File: src/rtl/disp_pkg.sv
// Shared types and constants for the scanned two-digit seven-segment display.
// Segment codes are {g,f,e,d,c,b,a}, active-low.
package disp_pkg;

    typedef enum logic [1:0] {DIG0, DEAD0, DIG1, DEAD1} scan_state_t;

    localparam logic [6:0] SEG_BLANK = 7'h7F;

    localparam logic [6:0] SEG_0 = 7'h40;
    localparam logic [6:0] SEG_1 = 7'h79;
    localparam logic [6:0] SEG_2 = 7'h24;
    localparam logic [6:0] SEG_3 = 7'h30;
    localparam logic [6:0] SEG_4 = 7'h19;
    localparam logic [6:0] SEG_5 = 7'h12;
    localparam logic [6:0] SEG_6 = 7'h02;
    localparam logic [6:0] SEG_7 = 7'h78;
    localparam logic [6:0] SEG_8 = 7'h00;
    localparam logic [6:0] SEG_9 = 7'h10;
    localparam logic [6:0] SEG_A = 7'h08;
    localparam logic [6:0] SEG_B = 7'h03;
    localparam logic [6:0] SEG_C = 7'h46;
    localparam logic [6:0] SEG_D = 7'h21;
    localparam logic [6:0] SEG_E = 7'h06;
    localparam logic [6:0] SEG_F = 7'h0E;

endpackage

File: src/rtl/seg_decode.sv
// Combinational hex nibble to active-low seven-segment decoder.
module seg_decode
    import disp_pkg::*;
(
    input  logic [3:0] digit,
    output logic [6:0] seg
);

    always_comb begin
        seg = SEG_BLANK;
        unique case (digit)
            4'h0: seg = SEG_0;
            4'h1: seg = SEG_1;
            4'h2: seg = SEG_2;
            4'h3: seg = SEG_3;
            4'h4: seg = SEG_4;
            4'h5: seg = SEG_5;
            4'h6: seg = SEG_6;
            4'h7: seg = SEG_7;
            4'h8: seg = SEG_8;
            4'h9: seg = SEG_9;
            4'hA: seg = SEG_A;
            4'hB: seg = SEG_B;
            4'hC: seg = SEG_C;
            4'hD: seg = SEG_D;
            4'hE: seg = SEG_E;
            4'hF: seg = SEG_F;
        endcase
    end

endmodule

File: src/rtl/sum_display_scan.sv
// Scanned two-digit display for the adder result: latches {carry, sum} on load and
// multiplexes one segment bus across two anodes with a dead gap between digits.
module sum_display_scan
    import disp_pkg::*;
#(
    parameter int unsigned REFRESH_DIV = 50000,
    parameter int unsigned DEAD_CYC    = 16
) (
    input  logic       clk,
    input  logic       rst_n,
    input  logic [3:0] sum,
    input  logic       carry,
    input  logic       load,
    input  logic       blank_lead,
    output logic [6:0] seg,
    output logic [1:0] an
);

    localparam int unsigned CNT_MAX = (REFRESH_DIV > DEAD_CYC) ? REFRESH_DIV : DEAD_CYC;
    localparam int unsigned CNT_W   = $clog2(CNT_MAX);
    localparam logic [CNT_W-1:0] DIG_RELOAD  = CNT_W'(REFRESH_DIV - 1);
    localparam logic [CNT_W-1:0] DEAD_RELOAD = CNT_W'(DEAD_CYC - 1);

    scan_state_t      state_q, state_d;
    logic [CNT_W-1:0] cnt_q, cnt_d;
    logic [4:0]       val_q;
    logic [6:0]       seg_q, seg_d;
    logic [1:0]       an_q, an_d;
    logic [3:0]       digit;
    logic [6:0]       dig_seg;

    always_ff @(posedge clk or negedge rst_n) begin
        if (!rst_n) begin
            state_q <= DIG0;
            cnt_q   <= DIG_RELOAD;
            val_q   <= 5'd0;
            seg_q   <= SEG_BLANK;
            an_q    <= 2'b11;
        end else begin
            state_q <= state_d;
            cnt_q   <= cnt_d;
            if (load) val_q <= {carry, sum};
            seg_q   <= seg_d;
            an_q    <= an_d;
        end
    end

    always_comb begin
        state_d = state_q;
        cnt_d   = cnt_q - CNT_W'(1);
        if (cnt_q == '0) begin
            unique case (state_q)
                DIG0:  begin state_d = DEAD0; cnt_d = DEAD_RELOAD; end
                DEAD0: begin state_d = DIG1;  cnt_d = DIG_RELOAD;  end
                DIG1:  begin state_d = DEAD1; cnt_d = DEAD_RELOAD; end
                DEAD1: begin state_d = DIG0;  cnt_d = DIG_RELOAD;  end
            endcase
        end
    end

    // Outputs are registered from the current state, so an and seg switch together.
    assign digit = (state_q == DIG1) ? {3'b000, val_q[4]} : val_q[3:0];

    seg_decode u_seg_decode (
        .digit (digit),
        .seg   (dig_seg)
    );

    always_comb begin
        an_d  = 2'b11;
        seg_d = SEG_BLANK;
        unique case (state_q)
            DIG0: begin
                an_d  = 2'b10;
                seg_d = dig_seg;
            end
            DIG1: begin
                an_d = 2'b01;
                if (!(blank_lead && !val_q[4])) seg_d = dig_seg;
            end
            DEAD0, DEAD1: ;
        endcase
    end

    assign seg = seg_q;
    assign an  = an_q;

endmodule

File: config.mk
export PLATFORM = sky130hd
export DESIGN_NAME = sum_display_scan
export DESIGN_NICKNAME = d
export VERILOG_FILES = /design/src/rtl/disp_pkg.sv /design/src/rtl/seg_decode.sv /design/src/rtl/sum_display_scan.sv
export SDC_FILE = /design/constraint.sdc
export NUM_CORES = 1
export LEC_CHECK = 0
export ABC_AREA = 0
export BUFFER_PORTS_ARGS = -buffer_cell sky130_fd_sc_hd__buf_2
export CAP_MARGIN = 30
export CORE_ASPECT_RATIO = 0.6
export CORE_MARGIN = 2
export CORE_UTILIZATION = 58
export DETAILED_ROUTE_END_ITERATION = 10
export PLACE_DENSITY = 0.82
export SYNTH_ARGS = -nofsm -noshare
export SYNTH_HDL_FRONTEND = slang
export SYNTH_SLANG_ARGS = --single-unit
File: constraint.sdc
create_clock -name clk -period 3.2 [get_ports clk]
set_input_delay 0.16 -clock clk [delete_from_list [all_inputs] [get_ports clk]]
set_output_delay 0.16 -clock clk [all_outputs]
set_load 0.02 [all_outputs]
==> results of run 1 <==
power by group through the flow:
stage | combinational, W | clock [W] | sequential, W
global placement | 0.0000723 | 0 | 0.000441
global route | 0.0000839 | 0.000337 | 0.000438
CTS | 0.0000760 | 0.000323 | 0.000436
detailed placement | 0.0000747 | 0 | 0.000442
floorplan | 0.0000414 | 0 | 0.000446
finish | 0.0000757 | 0.000319 | 0.000436
Yosys cell counts (3+ instances only):
cell type	number	area, µm²
nand3_1	3	15.0
dfrtp_1	14	350
ha_1	16	200
mux2_2	3	33.8
xnor2_1	7	61.3
o21ai_0	4	20.0
dfstp_2	18	473
xor2_1	6	52.6
a21oi_1	14	70.1
clkbuf_1	4	15.0
inv_1	11	41.3
nor3_1	6	30.0
nor2_1	19	71.3
nand2_1	10	37.5
sequential cells by signal, summed over array words and instances, names as in the netlist:
register,flops
cnt_q,16
state_q,2
an,2
seg,7
val_q,5
kinds of logic after synthesis:
kind of cell	Yosys count	share of synthesized area
AO/OA/AOI/OAI	28	0.0965
XOR/XNOR	13	0.0645
adder cells (fa/ha/maj)	16	0.113
flip-flops	32	0.467
multiplexers	5	0.0305
buffers and inverters	16	0.0404
AND/OR/NAND/NOR	59	0.188
per-layer routing:
metal  vias to the layer above  share of wire
met2                        53           0.44
met5                         -              0
li1                        624              -
met3                         7          0.074
met4                         0          0.015
met1                       618           0.47
how the worst min path moves through the flow:
stage | to | depth (start not counted)
final | val_q[3]$_DFFE_PN0P_ | 3
after global routing | val_q[3]$_DFFE_PN0P_ | 3
after CTS | val_q[3]$_DFFE_PN0P_ | 3
after global placement | cnt_q[7]$_DFF_PN0_ | 1
after detailed placement | cnt_q[7]$_DFF_PN0_ | 1
after floorplan | cnt_q[10]$_DFF_PN0_ | 0
per-stage QoR:
step           cell area (µm²)   util  cells  setup WS, ps  hold slack, ps
2_1_floorplan             1760      -    169           973            -136
3_3_place_gp              1870  0.648    223           798             232
3_5_place_dp              1870  0.648    223           521             236
4_1_cts                   1970  0.683    232           497            81.4
5_1_grt                   1970  0.683    232           239            98.7
6_report                  1970  0.683    232           474            85.3
cell type report:
class / instances / area [µm²] / area share
clock buffers: 6 / 82.6 / 0.0418
clock inverters: 2 / 10.0 / 0.00507
inverters: 11 / 41.3 / 0.0209
multi-input cells: 121 / 870 / 0.440
flip-flops and latches: 32 / 823 / 0.417
well taps: 42 / 52.6 / 0.0266
repair buffers: 18 / 95.1 / 0.0482
critical path, delay by kind of cell, from the launching register on:
| family | cells | cell delay [ps] |
|---|---|---|
| adder cells (fa/ha/maj) | 2 | 770 |
| multiplexers | 1 | 520 |
| flip-flops | 1 | 410 |
| buffers and inverters | 2 | 350 |
| AO/OA/AOI/OAI | 2 | 310 |
| AND/OR/NAND/NOR | 2 | 270 |
==> summary.md, run 1 <==
| Metric | Value |
|---|---|
| Outcome | `complete, no violations` |
| CP Capture Type | `register` |
| Setup Buffers After CTS | `0` |
| CP endpoint | `seg[6]$_DFF_PN1_` |
| Ys async rst share | `1.00` |
| # nets final | `around 210` |
| Crit path cell chain | `inv_1 > ha_1 > mux2i_1 > inv_1 > ha_1 > nor2b_1 > a21o_1 > a21oi_1 > nand3b_1` |
| Hold crit path type | `in -> reg` |
| Ant diodes | `0` |
| Hold Startpoint | `sum[3]` |
| Final max-slew violation count | `0` |
| Total power | `0.000831 W` |
| Starting Density | `0.610` |
| GR Layer Usage met2 | `0.375` |
| CP Class | `reg -> reg` |
| P_int | `between 0.0006 and 0.0007 W` |
| Filler Cells Inserted | `227` |
| Num CTS Buffers | `5` |
| Final Wtd Congestion | `1.06` |
| Largest net degree at the start of global routing | `33` |
| Fin. Hold Viols | `0` |
| Post-synth EDFFs | `0` |
| CORE AREA | `slightly below 0.003 mm²` |
| Synth Cell Area | `approximately 0.0018 mm²` |
| Critical Path Slowest Stage Cell | `mux2i_1` |
| Crit-path max cell delay | `between 500 and 600 ps` |
| Worst setup startpoint | `state_q[0]$_DFFE_PN0P_` |
| Sequential share of the synthesized area | `0.467` |
| Final ANT Viol Nets | `0` |
| Top FF cell, synth | `dfstp_2` |
| DIE AREA | `~0.0035 mm²` |
| H-tree levels | `2` |
| CTS root buffer | `clkbuf_8` |
| Clock sinks | `32` |
| Die width | `75.2 µm` |
| Mapped Cells | `169` |
| P_sw | `0.000206 W` |
| Drt drc | `0` |
| RSZ-0062 raised after global routing | `false` |
| GRT Resource Usage Total | `0.237` |
| Fmax | `367 MHz` |
| Critical Path RT | `approximately 3400 ps` |
| CTS clk-pin slew, worst paths | `about 70 ps` |
| Initial antenna violation count | `0` |
| Via density | `5.61` |
| Most common cell after layout, fill and taps aside | `nor2_1` |
| Cell Pwr Density | `421 mW/mm²` |
| Clock Path Buffers | `2` |
| Crit path DAT | `2930 ps` |
| Setup TNS Final | `0 ps` |
| Commonest cells after routing, fill and taps aside | `19 x nor2_1, 18 x dfstp_2, 17 x buf_2, 16 x ha_1` |
| CTS Hold Bufs | `1` |
| # port buffers | `17` |
| Warnings from Yosys | `0` |
| Max-cap violations | `0` |
| Overflow after GRT | `0` |
| Met1 usage in global routing | `0.319` |
| Worst r2r dst | `seg[6]$_DFF_PN1_` |
| Skew-Pair Late Insertion Delay | `around 290 ps` |
| # setup viols final | `0` |
| Sw Ratio | `0.248` |
| Initial drt markers | `56` |
| Number of global-route vias before repair | `1257` |
| Met3 Resource Use GR | `0.0656` |
| Reg-to-Reg Start | `state_q[0]$_DFFE_PN0P_` |
| First-pass GRT wire length | `5890 µm` |
| Final wirelength | `3610 µm` |
| Post-synth net total | `194` |
| Most crowded layer after global routing | `met2` |
| Worst R2R Path Depth | `9` |
| Worst VDD drop | `246 µV` |
| First-pass DRT Iterations | `4` |
| Period utilization | `0.852` |
| Post-CTS resize count | `0` |
| Flop-to-flop setup slack | `around 470 ps` |
| Num ports | `18` |
| Type of origin of the critical path | `register` |
| DR WL/cell | `15.6 µm` |
| CTS tree | `done` |
| Reg power frac | `0.525` |
| Dpl hpwl | `2690 µm` |
| Clock Skews | `8.71 ps` |
| Yosys cell types | `43` |
| Critical Path Fanout Max | `15` |
| LEAKAGE | `just over 0.9 nW` |
| Die H | `46.7 µm` |
| Final min period | `2730 ps` |
| Site row count | `15` |
| Share of post-route cells with drive strength above 1 | `0.289` |
| Slew @ Worst Pin | `666 ps` |
| Vias | `1302` |
| Headroom to the max-slew limit | `0.556` |
| Register bit total from synthesis | `32` |
| Clock power share | `0.384` |
| Synthesized area per cell | `10.4 µm²` |
| P&R area growth vs syn | `11.9%` |
| Comb pwr share | `0.091` |
Power figures use the tool's default switching activity.
==> inputs of run 2 (changes only) <==
--- a/config.mk
+++ b/config.mk
@@ -10,9 +10,9 @@
 export CAP_MARGIN = 30
 export CORE_ASPECT_RATIO = 0.6
 export CORE_MARGIN = 2
-export CORE_UTILIZATION = 58
+export CORE_UTILIZATION = 30
 export DETAILED_ROUTE_END_ITERATION = 10
-export PLACE_DENSITY = 0.82
+export PLACE_DENSITY = 0.49
 export SYNTH_ARGS = -nofsm -noshare
 export SYNTH_HDL_FRONTEND = slang
 export SYNTH_SLANG_ARGS = --single-unit
==> constraint.sdc (replaced) <==
create_clock -name clk -period 3.2 [get_ports clk]
set_input_delay 0.16 -clock clk [delete_from_list [all_inputs] [get_ports clk]]
set_output_delay 0.16 -clock clk [all_outputs]
set_load 0.01 [all_outputs]
==> run 2 against run 1 <==
- maximum frequency rose by 8.8%
- clock power rose by 34%
- routed wire length decreased by 5.6%
- hold slack worse by 6.6 ps
- utilization down 32 points
- critical endpoint is now seg[5]$_DFF_PN1_
- non-clock buffer count is 1 higher
- highest routed layer unchanged
- critical path type unchanged
==> summary.md, run 2 (same netlist as run 1, synthesis figures left out) <==
| Metric | Value |
|---|---|
| First-pass DRT Iterations | `4` |
| Crit path DAT | `between 2000 and 3000 ps` |
| FF/Latch Area | `between 800 and 900 µm²` |
| Clock sinks | `32` |
| Ant diodes | `0` |
| CTS tree | `done` |
| Initial antenna violation count | `0` |
| Die H | `63.4 µm` |
| Clock Path Buffers | `2` |
| Starting Density | `0.314` |
| Cell Pwr Density | `453 mW/mm²` |
| Max-cap violations | `0` |
| # setup viols final | `0` |
| Fin. Hold Viols | `0` |
| Critical Path RT | `3410 ps` |
| Most common cell after layout, fill and taps aside | `nor2_1` |
| Final design area excluding fillers | `0.00206 mm²` |
| Drt drc | `0` |
| CP Capture Type | `register` |
| Final min period | `between 2000 and 3000 ps` |
| Final wirelength | `roughly 3400 µm` |
| Setup Buffers After CTS | `0` |
| Stages on worst setup path | `10` |
| Critical Path Slowest Stage Cell | `ha_1` |
| CP endpoint | `seg[5]$_DFF_PN1_` |
| Flop-to-flop setup slack | `approximately 690 ps` |
| Vias | `~1200` |
| Period utilization | `0.783` |
| Via density | `4.59` |
| Overflow after GRT | `0` |
| Num ports | `18` |
| Type of origin of the critical path | `register` |
| Setup TNS Final | `0 ps` |
| CTS Hold Bufs | `1` |
| P&R area growth vs syn | `17.0%` |
| Final ANT Viol Nets | `0` |
| Die width | `103 µm` |
| Worst R2R Path Depth | `10` |
| Critical Path Fanout Max | `15` |
| Biggest register | `cnt_q` |
| Num CTS Buffers | `5` |
| Reg-to-Reg Start | `state_q[0]$_DFFE_PN0P_` |
| CP Buf/Inv Count | `3` |
| Slew @ Worst Pin | `707 ps` |
| Final max-slew violation count | `0` |
| Crit-path max cell delay | `470 ps` |
| CTS root buffer | `clkbuf_8` |
| RSZ-0062 raised after global routing | `false` |
| Hold crit path type | `in -> reg` |
| CORE AREA | `0.00562 mm²` |
| Worst VDD drop | `177 µV` |
| DR WL/cell | `12.6 µm` |
| LEAKAGE | `0.935 nW` |
| Crit-path leading delay family | `adder cells` |
| Worst setup startpoint | `state_q[0]$_DFFE_PN0P_` |
| Commonest cells after routing, fill and taps aside | `19 x nor2_1, 18 x dfstp_2, 17 x buf_2, 16 x ha_1` |
| H-tree levels | `2` |
| Dpl hpwl | `approximately 2500 µm` |
| Area of the multi-input gates | `870 µm²` |
| Site row count | `21` |
| Largest net degree at the start of global routing | `33` |
| Headroom to the max-slew limit | `0.529` |
| GRT Resource Usage Total | `0.125` |
| Clock Skews | `8.72 ps` |
| Flip-flop count of the largest register after layout | `16` |
| Skew-Pair Late Insertion Delay | `290 ps` |
| Post-DP Area | `0.00193 mm²` |
| Initial drt markers | `104` |
| Worst r2r dst | `seg[5]$_DFF_PN1_` |
| Hold_ws | `78.7 ps` |
| Post-CTS resize count | `0` |
| Filler Cells Inserted | `575` |
| Crit path cell chain | `inv_1 > ha_1 > mux2i_1 > buf_4 > inv_1 > ha_1 > nor2b_1 > a21oi_1 > or3b_2 > o211ai_1` |
| First-pass GRT wire length | `6200 µm` |
| Number of global-route vias before repair | `1245` |
| CP Class | `reg -> reg` |
| Outcome | `complete, no violations` |
| Final Wtd Congestion | `0.819` |
| # nets final | `215` |
| Fmax | `399 MHz` |
| Share of post-route cells with drive strength above 1 | `0.293` |
| DIE AREA | `0.00653 mm²` |
| # port buffers | `17` |
| CTS clk-pin slew, worst paths | `about 70 ps` |
[run 2: cell types whose count changed in the layout (fill, tap and decap cells not counted)]
cell       previous run  this run
clkinv_2              2         0
buf_4                 0         1
bufinv_16             0         1
clkbuf_8              6         7
[run 2: worst min path at each step]
stage	from	to	slack [ps]	cells after the start
2_1_floorplan	rst_n	cnt_q[10]$_DFF_PN0_	-140	0
3_3_place_gp	rst_n	cnt_q[11]$_DFF_PN0_	270	1
3_5_place_dp	rst_n	cnt_q[4]$_DFF_PN0_	270	1
4_1_cts	sum[3]	val_q[3]$_DFFE_PN0P_	70	3
5_1_grt	carry	val_q[4]$_DFFE_PN0P_	90	3
6_report	sum[3]	val_q[3]$_DFFE_PN0P_	80	3
[run 2: layout make-up]
cell class	instances	area share
inverters	11	0.0200
clock inverters	1	0.0146
multi-input cells	121	0.421
clock buffers	7	0.0467
repair buffers	19	0.0497
flip-flops and latches	32	0.399
well taps	80	0.0485
[run 2: per-stage QoR]
| step | utilization | total power [W] | setup WS, ps | instances |
|---|---|---|---|---|
| floorplan | - | 0.000481 | 973 | 169 |
| global placement | 0.343 | 0.000515 | 770 | 262 |
| detailed placement | 0.343 | 0.000512 | 727 | 262 |
| CTS | 0.367 | 0.000950 | 700 | 271 |
| global route | 0.367 | 0.000989 | 440 | 271 |
| finish | 0.367 | 0.000934 | 693 | 271 |
[run 2: where the power goes]
group	leakage, nW	internal, W	switching, W
clock	0.0645	0.000275	0.000154
sequential	0.363	0.000424	0.0000116
combinational	0.508	0.0000306	0.0000394
[run 2: worst min-delay path, delay by kind of cell]
family	cells	cell delay, ps
and+or+nand+nor	1	40
AOI/OAI and AO/OA	1	50
buffers and inverters	1	70
[run 2: layer usage]
metal / wire length [µm] / vias up / GRT usage
met5: 0 / - / 0
met4: 40 / 0 / 0.0493
met1: 1900 / 590 / 0.200
met2: 1240 / 31 / 0.146
li1: - / 619 / -
met3: 229 / 5 / 0.0444
